`src/rtl/clint_ctrl.sv`:
```
// Core-local interrupt controller: sequences ecall / timer trap entry and
// mret return through the CSR write port, redirects fetch, and owns the
// mtime / mtimecmp timer pair.
module clint_ctrl #(
  parameter int              XLEN         = 64,
  parameter logic [XLEN-1:0] ECALL_CAUSE  = 64'd11,
  parameter logic [XLEN-1:0] TIMER_CAUSE  = 64'h8000_0000_0000_0007,
  parameter logic [63:0]     MTIMECMP_RST = 64'hFFFF_FFFF_FFFF_FFFF
) (
  input  logic            clk,
  input  logic            rst,
  input  logic            id_valid_i,
  input  logic            id_ecall_i,
  input  logic            id_mret_i,
  input  logic [XLEN-1:0] id_pc_i,
  input  logic [XLEN-1:0] csr_mtvec_i,
  input  logic [XLEN-1:0] csr_mepc_i,
  input  logic [XLEN-1:0] csr_mcause_i,
  input  logic [XLEN-1:0] csr_mstatus_i,
  input  logic            mtimecmp_wen_i,
  input  logic [63:0]     mtimecmp_wdata_i,
  output logic            clint_csr_wen_o,
  output logic [XLEN-1:0] mepc_o,
  output logic [XLEN-1:0] mcause_o,
  output logic [XLEN-1:0] mstatus_o,
  output logic            hold_o,
  output logic            jump_o,
  output logic [XLEN-1:0] jump_addr_o,
  output logic [63:0]     mtime_o,
  output logic            busy_o
);

  typedef enum logic [1:0] {
    S_IDLE      = 2'b00,
    S_TRAP_SAVE = 2'b01,
    S_MRET_SAVE = 2'b10,
    S_JUMP      = 2'b11
  } state_e;

  state_e          state_q, state_d;
  logic [63:0]     mtime_q, mtimecmp_q;
  logic [XLEN-1:0] pc_q, pc_d;
  logic [XLEN-1:0] cause_q, cause_d;
  logic [XLEN-1:0] target_q, target_d;

  logic            timer_pend_s;
  logic            wen_s, hold_s, jump_s;
  logic [XLEN-1:0] mepc_s, mcause_s, mstatus_s, jump_addr_s;

  // Timer interrupt is pending only while machine interrupts are globally enabled.
  assign timer_pend_s = (mtime_q >= mtimecmp_q) && csr_mstatus_i[3];

  // Next-state and sequencing outputs of the trap FSM.
  always_comb begin
    state_d     = state_q;
    pc_d        = pc_q;
    cause_d     = cause_q;
    target_d    = target_q;
    wen_s       = 1'b0;
    hold_s      = 1'b0;
    jump_s      = 1'b0;
    mepc_s      = {XLEN{1'b0}};
    mcause_s    = {XLEN{1'b0}};
    mstatus_s   = {XLEN{1'b0}};
    jump_addr_s = {XLEN{1'b0}};
    case (state_q)
      S_IDLE: begin
        if (id_valid_i && id_ecall_i) begin
          pc_d    = id_pc_i;
          cause_d = ECALL_CAUSE;
          hold_s  = 1'b1;
          state_d = S_TRAP_SAVE;
        end else if (id_valid_i && id_mret_i) begin
          hold_s  = 1'b1;
          state_d = S_MRET_SAVE;
        end else if (id_valid_i && timer_pend_s) begin
          // Interrupted instruction is not executed; it resumes at mepc.
          pc_d    = id_pc_i;
          cause_d = TIMER_CAUSE;
          hold_s  = 1'b1;
          state_d = S_TRAP_SAVE;
        end else begin
          state_d = S_IDLE;
        end
      end
      S_TRAP_SAVE: begin
        wen_s         = 1'b1;
        hold_s        = 1'b1;
        mepc_s        = pc_q;
        mcause_s      = cause_q;
        mstatus_s     = csr_mstatus_i;
        mstatus_s[7]  = csr_mstatus_i[3];
        mstatus_s[3]  = 1'b0;
        mstatus_s[12:11] = 2'b11;
        // Direct mode only: the low mode bits of mtvec are dropped.
        target_d      = csr_mtvec_i & {{(XLEN-2){1'b1}}, 2'b00};
        state_d       = S_JUMP;
      end
      S_MRET_SAVE: begin
        wen_s         = 1'b1;
        hold_s        = 1'b1;
        mepc_s        = csr_mepc_i;
        mcause_s      = csr_mcause_i;
        mstatus_s     = csr_mstatus_i;
        mstatus_s[3]  = csr_mstatus_i[7];
        mstatus_s[7]  = 1'b1;
        mstatus_s[12:11] = 2'b11;
        target_d      = csr_mepc_i;
        state_d       = S_JUMP;
      end
      S_JUMP: begin
        jump_s      = 1'b1;
        hold_s      = 1'b1;
        jump_addr_s = target_q;
        state_d     = S_IDLE;
      end
      default: begin
        state_d = S_IDLE;
      end
    endcase
  end

  // State, latched trap context and timer registers.
  always_ff @(posedge clk) begin
    if (!rst) begin
      state_q    <= S_IDLE;
      mtime_q    <= 64'd0;
      mtimecmp_q <= MTIMECMP_RST;
      pc_q       <= {XLEN{1'b0}};
      cause_q    <= {XLEN{1'b0}};
      target_q   <= {XLEN{1'b0}};
    end else begin
      state_q  <= state_d;
      mtime_q  <= mtime_q + 64'd1;
      pc_q     <= pc_d;
      cause_q  <= cause_d;
      target_q <= target_d;
      if (mtimecmp_wen_i) begin
        mtimecmp_q <= mtimecmp_wdata_i;
      end
    end
  end

  // Outputs are forced quiet while reset is asserted so an aborted
  // sequence cannot leak a CSR write or a jump in the reset cycle.
  assign clint_csr_wen_o = rst & wen_s;
  assign hold_o          = rst & hold_s;
  assign jump_o          = rst & jump_s;
  assign busy_o          = rst & (state_q != S_IDLE);
  assign mepc_o          = rst ? mepc_s      : {XLEN{1'b0}};
  assign mcause_o        = rst ? mcause_s    : {XLEN{1'b0}};
  assign mstatus_o       = rst ? mstatus_s   : {XLEN{1'b0}};
  assign jump_addr_o     = rst ? jump_addr_s : {XLEN{1'b0}};
  assign mtime_o         = mtime_q;

endmodule

```
`config.mk`:
```
export PLATFORM = sky130hd
export DESIGN_NAME = clint_ctrl
export DESIGN_NICKNAME = d
export VERILOG_FILES = /design/src/rtl/clint_ctrl.sv
export SDC_FILE = /design/constraint.sdc
export NUM_CORES = 1
export LEC_CHECK = 0
export BUFFER_PORTS_ARGS = -buffer_cell sky130_fd_sc_hd__buf_2
export CORE_AREA = 5 5 275 277
export DETAILED_ROUTE_END_ITERATION = 12
export DIE_AREA = 0 0 280 282
export GPL_TIMING_DRIVEN = 0
export SYNTH_ARGS = -nofsm -noshare
export SYNTH_HDL_FRONTEND = slang
export SYNTH_SLANG_ARGS = --single-unit
```
`constraint.sdc`:
```
create_clock -name clk -period 2.9 [get_ports clk]
set_input_delay 0 -clock clk [delete_from_list [all_inputs] [get_ports clk]]
set_output_delay 0 -clock clk [all_outputs]
set_load 0.01 [all_outputs]
```
# == Yosys cells after proc, flatten, opt, wreduce, memory -nomap -nowiden ==
# Index checks and enable logic that the tools add are counted.
# totals
register_bits,322
latchBits,0
mem_bits_rw,0
romBits,0
inputBits,390
output_inout_bits,324
elab_cells,52
n_memories,0
# classes
addsub,1
n_mul,0
div_mod_pow,0
order_cmp,1
n_eq_ne,4
shift,0
muxes,25
bitwise,4
n_reduce_logical,11
# ops
operator,n
64-bit 2-to-1 mux,11
64-bit case mux with 2 select lines,4
64-bit by 1-bit adder with 64-bit output (second input constant),1
64-bit >= comparator,1
1-bit 2-to-1 mux,6
2-bit case mux with 3 select lines,1
2-bit nonzero test,3
1-bit bitwise AND,4
2-bit equality test (second input constant),2
1-bit logical AND,4
2-bit 2-to-1 mux,2
3-bit AND reduction,1
3-bit OR reduction,1
2-bit by 1-bit equality test with 1-bit output (second input constant),1
2-bit logical NOT,1
2-bit inequality test (second input constant),1
1-bit case mux with 2 select lines,1
2-bit OR reduction,1

# == Logic depth before layout (Yosys ltp) ==
# Gate-level depths: netlist (run 1).
# logic_depth
word_depth,8
depth_mapped,12
mapped_depth_nobuf,10

# == Worst setup path after synthesis (run 1) ==
# Ideal clock, no wire load.
# synth_timing
path_type,reg2reg
from,"register mtime_q[61], in the netlist mtime_o[61]"
to,register pc_q[14]
setup_time_ns,0.072
t_arrival_ns,2.423
required_time_ns,2.828
path_slack_ns,0.405
stages_incl_launch_ff,12
n_path_buf,2
period_less_slack_ns,2.495
path_cell_list,dfxtp_1 -> ha_1 -> a21o_1 -> a21o_1 -> a21oi_1 -> o21ai_0 -> o31ai_1 -> o21ai_0 -> nor2b_1 -> buf_2 -> buf_2 -> mux2i_1
# synth_between
elab_chain_cells,5
# synth_lines
item,line_no,text
start: declaration,41,"logic [63:0] mtime_q, mtimecmp_q;"
start signal: assignment,134,mtime_q <= mtime_q + 64'd1;
64-bit >= comparator,51,assign timer_pend_s = (mtime_q >= mtimecmp_q) && csr_mstatus_i[3];
1-bit logical AND,51,
1-bit logical AND,76,end else if (id_valid_i && timer_pend_s) begin
2-bit nonzero test (no source line),-,
3-bit AND reduction (no source line),-,
end signal: assignment,129,pc_q <= {XLEN{1'b0}};
end signal: assignment,135,pc_q <= pc_d;
end: declaration,42,"logic [XLEN-1:0] pc_q, pc_d;"
# No other way between the ends.
# A chain may end at the register's enable or synchronous reset.

# == Worst setup path after layout (run 1) ==
# layout_timing
from,"register mtime_q[32], in the netlist mtime_o[32]"
to,output hold_o
# layout_between
elab_chain_cells,8
# layout_lines
item,line_no,text
64-bit >= comparator,51,
1-bit logical AND,51,
1-bit logical AND,76,
1-bit 2-to-1 mux,76,
1-bit 2-to-1 mux,73,end else if (id_valid_i && id_mret_i) begin
1-bit 2-to-1 mux,68,if (id_valid_i && id_ecall_i) begin
1-bit case mux with 2 select lines,66,case (state_q)
1-bit bitwise AND,147,assign hold_o = rst & hold_s;
end: declaration,26,"output logic hold_o,"
# No other way between the ends.

==> metrics, run 1 <==
H-tree levels 1; fin crit period 2800 ps; RD Place Congestion 0.923; Max Clock Freq 358 MHz; simple-gate share of the synthesized area 0.244; min setup slack post-route 103 ps; DR iter-0 viols 1,175; Clock Pin Slew Worst Setup and Hold Paths 60 ps; complex-gate fraction of the synthesized area 0.144; Post-DP HPWL 65.2 mm; Synth Area in XOR/XNOR 0.0358; Via-to-Cell Ratio 4.56; Fin Clk Skew 16.9 ps; IO Pins 714; number of global-route vias before repair 16,900; largest family of logic cells by synthesized area simple AND/OR/NAND/NOR gates; RSZ-0062 raised after global routing true; share of cells above drive strength 1 0.319; antenna violations before repair 15; CP Max Fanout 6; Syn Std Cell Area 14,200 um2; worst path required time 2900 ps; CP Launch Type flip-flop; Fin. Hold Viols 0; die height 282 um; die area 79,000 um2; Post-route DRC 0; syn avg cell area 8.12 um2; ys flop type dfxtp_1; Clock Path Buffers 3; mux contribution to synthesized area 0.0895; clock sinks 261; hold slack 161 ps; Final setup viols 0; Num CTS Buffers 31; Leakage 11.7 nW; Routed WL per cell 22.1 um; async set or reset register ratio after synthesis 0; largest net degree at the start of global routing 17; Synthesized Nets 2,210; Slew Limit Fails 0; #FFs+latches synth 261; CTS tree yes; path category of the worst min-delay check input pin to flip-flop; Worst Path Arrival 2800 ps; status completed; Buffers on Ports 708; Area after DPL 18,900 um2; number of synthesized flops with an enable pin 0; GR Overflow Total 0; die width 280 um; ANT nets after route 0; first-pass GRT wire length 114 mm; Adder-Cell Fraction of Synth Area 0.0617; Core ar. 72,600 um2; Peak VDD IR 425 uV; pwr dens 405 nW/um2; Vias 17,100; warnings from Yosys 0; Starting Density 0.196; distinct cell type count after synthesis 46; crit end category output pin; Final period util 0.964; Max-slew headroom 0.139; maxcap violations 0; sequential-to-total area share from yosys stat 0.368; utilization of the core after routing 0.322; WL final 83.1 mm; TritonRoute pass-1 iters 5; post-synthesis cell count 1,750; post-route cell area 23,400 um2; Layout area overhead 64.7%; FP Rows 99; worst slack at placement -2020 ps; most frequent cells in the layout 699 x buf_2, 261 x dlygate4sd3_1, 255 x nand2_1; Nets 3,233; Setup TNS Final 0 ps; GRT Total Usage 0.193; Setup CP Type flip-flop to output pin; Clock Latency Late Sink 600 ps; root buf cell clkbuf_16; Worst Tran Pin Value 1290 ps; commonest non-fill, non-tap cell in the layout buf_2
-- critical path: stages (launching register included) --
cell,delay (ps)
dfxtp_4,370
ha_1,290
nand4_1,150
nor4_2,360
nand2_1,110
o211ai_1,230
a21oi_2,130
o21ai_2,170
nand2_1,100
a21oi_2,170
buf_6,130
-- path summary, 6_finish.rpt --
kind	from	to	slack, ps	cells past startpoint
worst min register to register	pc_q[0]$_SDFFE_PN0P_	pc_q[0]$_SDFFE_PN0P_	460	2
worst max-delay path	mtime_o[32]$_SDFF_PN0_	hold_o	100	10
worst min-delay path	mtimecmp_wdata_i[29]	mtimecmp_q[29]$_SDFFE_PN1P_	160	4
worst max register to register	mtime_o[61]$_SDFF_PN0_	pc_q[58]$_SDFFE_PN0P_	120	12
-- layer usage --
metal	part of all wire	GRT usage	vias to the layer above
met1	0.39	0.232	8062
met4	0.040	0.0689	10
li1	-	-	8081
met3	0.079	0.0409	173
met5	0.00075	0	-
met2	0.49	0.340	822
-- logic make-up (layout without fill, tap and decap cells) --
kind of cell / Yosys count / in the layout
xor gates and xnor gates: 58 / 58
AOI/OAI and AO/OA: 333 / 333
DFF: 261 / 261
adders and majority gates: 70 / 70
muxes: 127 / 127
buffers and inverters: 212 / 1257
other: 0 / 7
and+or+nand+nor: 689 / 689
-- state kept, by name (all words and copies together), names as in the netlist --
register    count
cause_q         3
mtime_o        64
mtimecmp_q     64
pc_q           64
state_q         2
target_q       64
-- power by group --
group / internal, mW / switching (mW) / leakage (nW)
clock network: 2.30 / 1.68 / 0.498
registers: 3.77 / 0.0908 / 2.15
logic: 0.783 / 0.842 / 9.09
-- area by class of cell --
cell class | count | area (um2)
diodes | 7 | 17.5
plain buffers | 135 | 692
clock buffers | 45 | 888
clock inverters | 10 | 125
fillers | 7620 | 49200
inverters | 74 | 280
multi-input cells | 1277 | 8440
flip-flops and latches | 261 | 5280
well taps | 959 | 1200
repair buffers | 993 | 6470
-- through the flow --
| stage | total power, mW | instances |
|---|---|---|
| 3_5_place_dp | 5.15 | 3417 |
| 2_1_floorplan | 4.49 | 1750 |
| 4_1_cts | 9.50 | 3735 |
| 6_report | 9.47 | 3761 |
| 5_1_grt | 9.87 | 3756 |
| 3_3_place_gp | 5.14 | 3417 |
-- cells in the mapped netlist (2+ instances only) --
| library cell | instances | area (um2) |
|---|---|---|
| or3_1 | 4 | 25.0 |
| a21oi_1 | 99 | 495 |
| dfxtp_1 | 261 | 5230 |
| a21boi_0 | 8 | 60.1 |
| nand2b_1 | 4 | 25.0 |
| and4_1 | 7 | 61.3 |
| xor2_1 | 11 | 96.3 |
| o21ai_0 | 83 | 415 |
| xnor2_1 | 47 | 412 |
| nor2b_1 | 8 | 50.1 |
| mux2i_1 | 127 | 1270 |
| buf_2 | 7 | 35.0 |
| and2_1 | 119 | 744 |
| buf_4 | 2 | 15.0 |
| or2_2 | 2 | 12.5 |
| inv_1 | 74 | 278 |
| buf_1 | 8 | 30.0 |
| nor3_1 | 11 | 55.1 |
| nand3_1 | 21 | 105 |
| nor2_1 | 91 | 342 |
| nand4_1 | 19 | 119 |
| nand2_1 | 256 | 961 |
| a21o_1 | 4 | 30.0 |
| a22oi_1 | 66 | 495 |
| and3_1 | 136 | 851 |
| ha_1 | 70 | 876 |
| o211ai_1 | 64 | 480 |
| a211oi_1 | 3 | 22.5 |
| clkbuf_1 | 121 | 454 |
-- repair_timing --
item	4_1_cts	5_1_grt
pin swaps	9	19
cloned	0	5
resized for setup	86	84
endpoints found under the setup margin	325	100
endpoints found under the hold margin	196	0
hold buffers	261	0
buffers inserted	5	15
Note: power is estimated with default switching activity, not from simulation.
==> inputs of run 2 (changes only) <==
- CORE_AREA: 5 5 275 277 -> 5 5 277 279
- DIE_AREA: 0 0 280 282 -> 0 0 282 284
- SLEW_MARGIN: not set -> 20
==> metrics, run 2 (synthesis gave the netlist of run 1 again) <==
sw power 2.75 mW; Setup TNS Final 0 ps; DR iter-0 viols 1,113; path category of the worst min-delay check input pin to flip-flop; Post-route DRC 0; Fin. Hold Viols 0; hold slack 207 ps; CP Max Fanout 5; ANT nets after route 0; GR Overflow Total 0; post-route insts no fill 3,773; share of cells above drive strength 1 0.319; FP Rows 100; Max Clock Freq 354 MHz; number of global-route vias before repair 17,300; Clock Latency Late Sink 550 ps; Clock Path Buffers 3; pwr dens 428 nW/um2; Core ar. 73,900 um2; antenna violations before repair 12; Int Power 7.29 mW; Max-slew headroom 0.319; worst path required time 2900 ps; Seq pwr share 0.386; Area after DPL 19,000 um2; Final period util 0.975; most frequent cells in the layout 705 x buf_2, 261 x dlygate4sd3_1, 254 x nand2_1; die height 284 um; Buffers on Ports 708; Post-DP HPWL 65.0 mm; worst slack at placement -1920 ps; Leakage 11.8 nW; die width 282 um; min setup slack post-route 72.5 ps; GRT Total Usage 0.197; Worst Tran Pin Value 1020 ps; Fin Clk Skew 24.0 ps; H-tree levels 2; Starting Density 0.192; Slew Limit Fails 0; Routed WL per cell 22.3 um; first-pass GRT wire length 117 mm; Combinational Power Share 0.161; clock sinks 261; Fillers 7,824; RSZ-0062 raised after global routing true; fin crit period 2830 ps; Num CTS Buffers 34; post-route cell area 23,400 um2; Final setup viols 0; Switching Share 0.274; Nets 3,231; Vias 17,200; Setup CP Type flip-flop to output pin; area of the multi-input gates 8420 um2; RD Place Congestion 0.917; commonest non-fill, non-tap cell in the layout buf_2; die area 80,100 um2; largest net degree at the start of global routing 14; placed cell count 3,427; root buf cell clkbuf_16; overall power 10.0 mW; Layout area overhead 65.0%; IO Pins 714; Via-to-Cell Ratio 4.55; Worst Path Arrival 2830 ps; CP Launch Type flip-flop; status completed; Reg area 5260 um2; crit end category output pin; utilization of the core after routing 0.317; Clk pwr share 0.453; WL final 84.0 mm; Peak VDD IR 317 uV; maxcap violations 0; Clock Pin Slew Worst Setup and Hold Paths 60 ps; TritonRoute pass-1 iters 5; CTS tree yes
run 2: final timing paths:
kind	startpoint	endpoint	slack, ps	cells after the start
setup / recovery	mtime_o[33]$_SDFF_PN0_	hold_o	70	10
hold / removal	mtimecmp_wdata_i[63]	mtimecmp_q[63]$_SDFFE_PN1P_	210	4
hold reg to reg	pc_q[61]$_SDFFE_PN0P_	pc_q[61]$_SDFFE_PN0P_	460	2
setup reg to reg	mtime_o[33]$_SDFF_PN0_	pc_q[1]$_SDFFE_PN0P_	140	13
run 2: power groups by stage:
stage	registers (mW)	clock network, mW	logic, mW
2_1_floorplan	3.91	0	0.580
3_3_place_gp	3.95	0	1.21
3_5_place_dp	3.95	0	1.23
4_1_cts	3.87	4.67	1.58
5_1_grt	3.89	4.79	1.75
6_report	3.88	4.55	1.61
run 2: layer usage:
layer  global-route usage  vias up  wire [um]
met1                0.236     8098      33900
met5                    0        -         47
li1                     -     8091          -
met3               0.0415      173       5950
met2                0.346      801      40900
met4               0.0707        8       3200
run 2: layout make-up:
| class | instances | share of cell area |
|---|---|---|
| Antenna cell | 7 | 0.000748 |
| Timing Repair Buffer | 988 | 0.271 |
| Buffer | 135 | 0.0286 |
| Clock inverter | 13 | 0.00699 |
| Multi-Input combinational cell | 1277 | 0.359 |
| Sequential cell | 261 | 0.224 |
| Inverter | 74 | 0.0119 |
| Tap cell | 969 | 0.0517 |
| Clock buffer | 49 | 0.0452 |
run 2: worst max-delay path, cell delays in order (launching register included):
cell and delay, ps:
dfxtp_4 370, ha_4 260, nand4_1 160, nor4_2 360
nand2_1 110, o211ai_1 320, a21oi_4 110, o21ai_2 170
nand2_2 80, a21oi_2 180, buf_4 160
run 2: timing repair:
| action | 4_1_cts | 5_1_grt |
|---|---|---|
| hold buffers | 261 | 0 |
| resized for setup | 73 | 66 |
| hold endpoints to repair | 196 | 0 |
| pin swaps | 7 | 16 |
| setup buffers | 8 | 10 |
| cloned | 1 | 0 |
| setup endpoints to repair | 333 | 105 |
==> inputs of run 3 (changes only) <==
- ABC_AREA: not set -> 1
- CORE_AREA: 5 5 277 279 -> 2 2 280 282
- REMOVE_ABC_BUFFERS: not set -> 1
==> metrics, run 3 <==
status completed; min setup slack post-route 107 ps; largest net degree at the start of global routing 112; #FFs+latches synth 261; Starting Density 0.192; CP dominant cell by count buf_16; Worst Path Arrival 2790 ps; ANT nets after route 0; Crit-path slowest cell dfxtp_1; sequential-to-total area share from yosys stat 0.354; TritonRoute pass-1 iters 8; most instantiated cells after synthesis 407 x nand2_1, 395 x nor2_1, 351 x inv_1, 261 x dfxtp_1, 203 x a21oi_1; commonest non-fill, non-tap cell in the layout buf_2; Reg area 5240 um2; Max Clock Freq 358 MHz; area of the multi-input gates 7880 um2; utilization of the core after routing 0.311; IO Pins 714; Worst Tran Pin Value 860 ps; FP Rows 102; RD Place Congestion 0.940; Routed WL per cell 16.7 um; CTS tree yes; pwr dens 420 nW/um2; first-pass GRT wire length 102 mm; sw power 2.91 mW; Fin. Hold Viols 0; clock sinks 261; post-synthesis cell count 2,262; distinct cell type count after synthesis 44; Buffers on Ports 709; most frequent cells in the layout 707 x buf_2, 401 x nand2_1, 388 x nor2_1; Post-route DRC 0; Seq pwr share 0.392; Setup CP Type flip-flop to output pin; Layout area overhead 62.2%; Leakage 12.0 nW; Max-slew headroom 0.426; Hold Path Depth 4; share of cells above drive strength 1 0.267; Peak VDD IR 299 uV; CP Launch Type flip-flop; number of global-route vias before repair 18,200; H-tree levels 2; GRT Total Usage 0.166; GR Overflow Total 0; maxcap violations 0; Post-DP HPWL 48.2 mm; post-route insts no fill 4,268; largest area contributor in the netlist dfxtp_1; Combinational Power Share 0.194; Fin Clk Skew 31.1 ps; Synth top area share 0.354; path category of the worst min-delay check input pin to flip-flop; CP Max Fanout 38; ys flop type dfxtp_1; Fillers 8,344; DR iter-0 viols 1,135; Num CTS Buffers 35; Slew Limit Fails 0; worst slack at placement -687 ps; warnings from Yosys 0; CP Cell Sequence inv_1 > ha_4 > nand2_8 > buf_16 > clkinvlp_4 > o21ai_4 > buf_16 > nor2_1 > buf_2; Synth area leaders dfxtp_1 35%, nand2_1 10%, nor2_1 10%; root buf cell clkbuf_16; number of synthesized flops with an enable pin 0; Int Power 7.16 mW; most frequent cell after synthesis nand2_1; Clock Pin Slew Worst Setup and Hold Paths 60 ps; antenna violations before repair 4; WL final 71.2 mm; syn avg cell area 6.53 um2; crit end category output pin; Syn Std Cell Area 14,800 um2; overall power 10.1 mW; async set or reset register ratio after synthesis 0; Clock Latency Late Sink 550 ps; Final period util 0.963; die height 284 um; die area 80,100 um2; Final setup viols 0; fin crit period 2790 ps; worst path required time 2900 ps; Clock Path Buffers 3; Via-to-Cell Ratio 4.38; Core ar. 77,000 um2; Worst R2R Path Depth 17; Switching Share 0.289; Worst path max stage delay 390 ps; die width 282 um; Clk pwr share 0.413; placed cell count 3,895; RSZ-0062 raised after global routing false; Vias 18,700; Nets 3,666
run 3: cell types whose count changed in the layout (fill, tap and decap cells not counted), moves of 64 or more:
cell      delta
a21oi_1    +105
a22oi_1     -66
and2_1     -119
and3_1     -135
clkbuf_1    -90
inv_1      +283
mux2i_1    -126
nand2_1    +147
nor2_1     +301
o211ai_1    -64
o21ai_0     +78
run 3: layout make-up:
type                            count  share of cell area
Antenna cell                        2            0.000209
Clock buffer                       48              0.0415
Clock inverter                      9             0.00240
Inverter                          356              0.0570
Multi-Input combinational cell   1519               0.329
Sequential cell                   261               0.219
Tap cell                         1040              0.0544
Timing Repair Buffer             1031               0.295
Timing Repair inverter              2             0.00105
run 3: cells by family after synthesis:
| group | after synthesis | synth area share |
|---|---|---|
| xor gates and xnor gates | 4 | 0.00237 |
| DFF | 261 | 0.354 |
| adders and majority gates | 70 | 0.0593 |
| AOI/OAI and AO/OA | 445 | 0.159 |
| and+or+nand+nor | 998 | 0.298 |
| buffers and inverters | 484 | 0.128 |
run 3: power groups by stage:
| stage | registers (mW) | logic [mW] | clock network, mW |
|---|---|---|---|
| 3_3_place_gp | 4.01 | 1.32 | 0 |
| 4_1_cts | 3.94 | 1.90 | 4.31 |
| 3_5_place_dp | 4.02 | 1.37 | 0 |
| 2_1_floorplan | 3.99 | 0.682 | 0 |
| 5_1_grt | 3.97 | 2.15 | 4.42 |
| 6_report | 3.95 | 1.96 | 4.16 |
run 3: through the flow:
stage	cell area (um2)	hold slack [ps]	setup TNS, ps
after floorplan	14200	87.1	-339770
after global placement	19100	214	-1718300
after detailed placement	19500	220	-49530
after CTS	23800	52.6	0
after global routing	23900	79.5	0
final	23900	67.2	0
run 3: worst paths after layout:
path,from,slack (ps),endpoint
max,state_q[0]$_SDFF_PN0_,110,mstatus_o[26]
max reg2reg,mtime_o[30]$_SDFF_PN0_,220,pc_q[13]$_SDFFE_PN0P_
min,id_valid_i,70,cause_q[2]$_SDFFE_PN0P_
min reg2reg,mtimecmp_q[32]$_SDFFE_PN1P_,460,mtimecmp_q[32]$_SDFFE_PN1P_
run 3: critical path: cells and delay by family (launching register included):
family | cells | cell delay, ps
AO/OA/AOI/OAI | 1 | 140
adder cells (fa/ha/maj) | 1 | 360
buffers and inverters | 5 | 970
flip-flops | 1 | 390
AND/OR/NAND/NOR | 2 | 330
run 3: what timing repair did:
item	in CTS	in global routing
pin swaps	4	5
endpoints found under the setup margin	182	110
hold buffers	293	0
cloned	6	2
gates resized for setup	33	20
endpoints found under the hold margin	223	0
setup buffers	12	2
run 3: per-layer routing:
metal | GRT usage | wire, um
met4 | 0.0931 | 3910
met1 | 0.185 | 27400
met5 | 0 | 13
met2 | 0.286 | 33300
met3 | 0.0448 | 6560
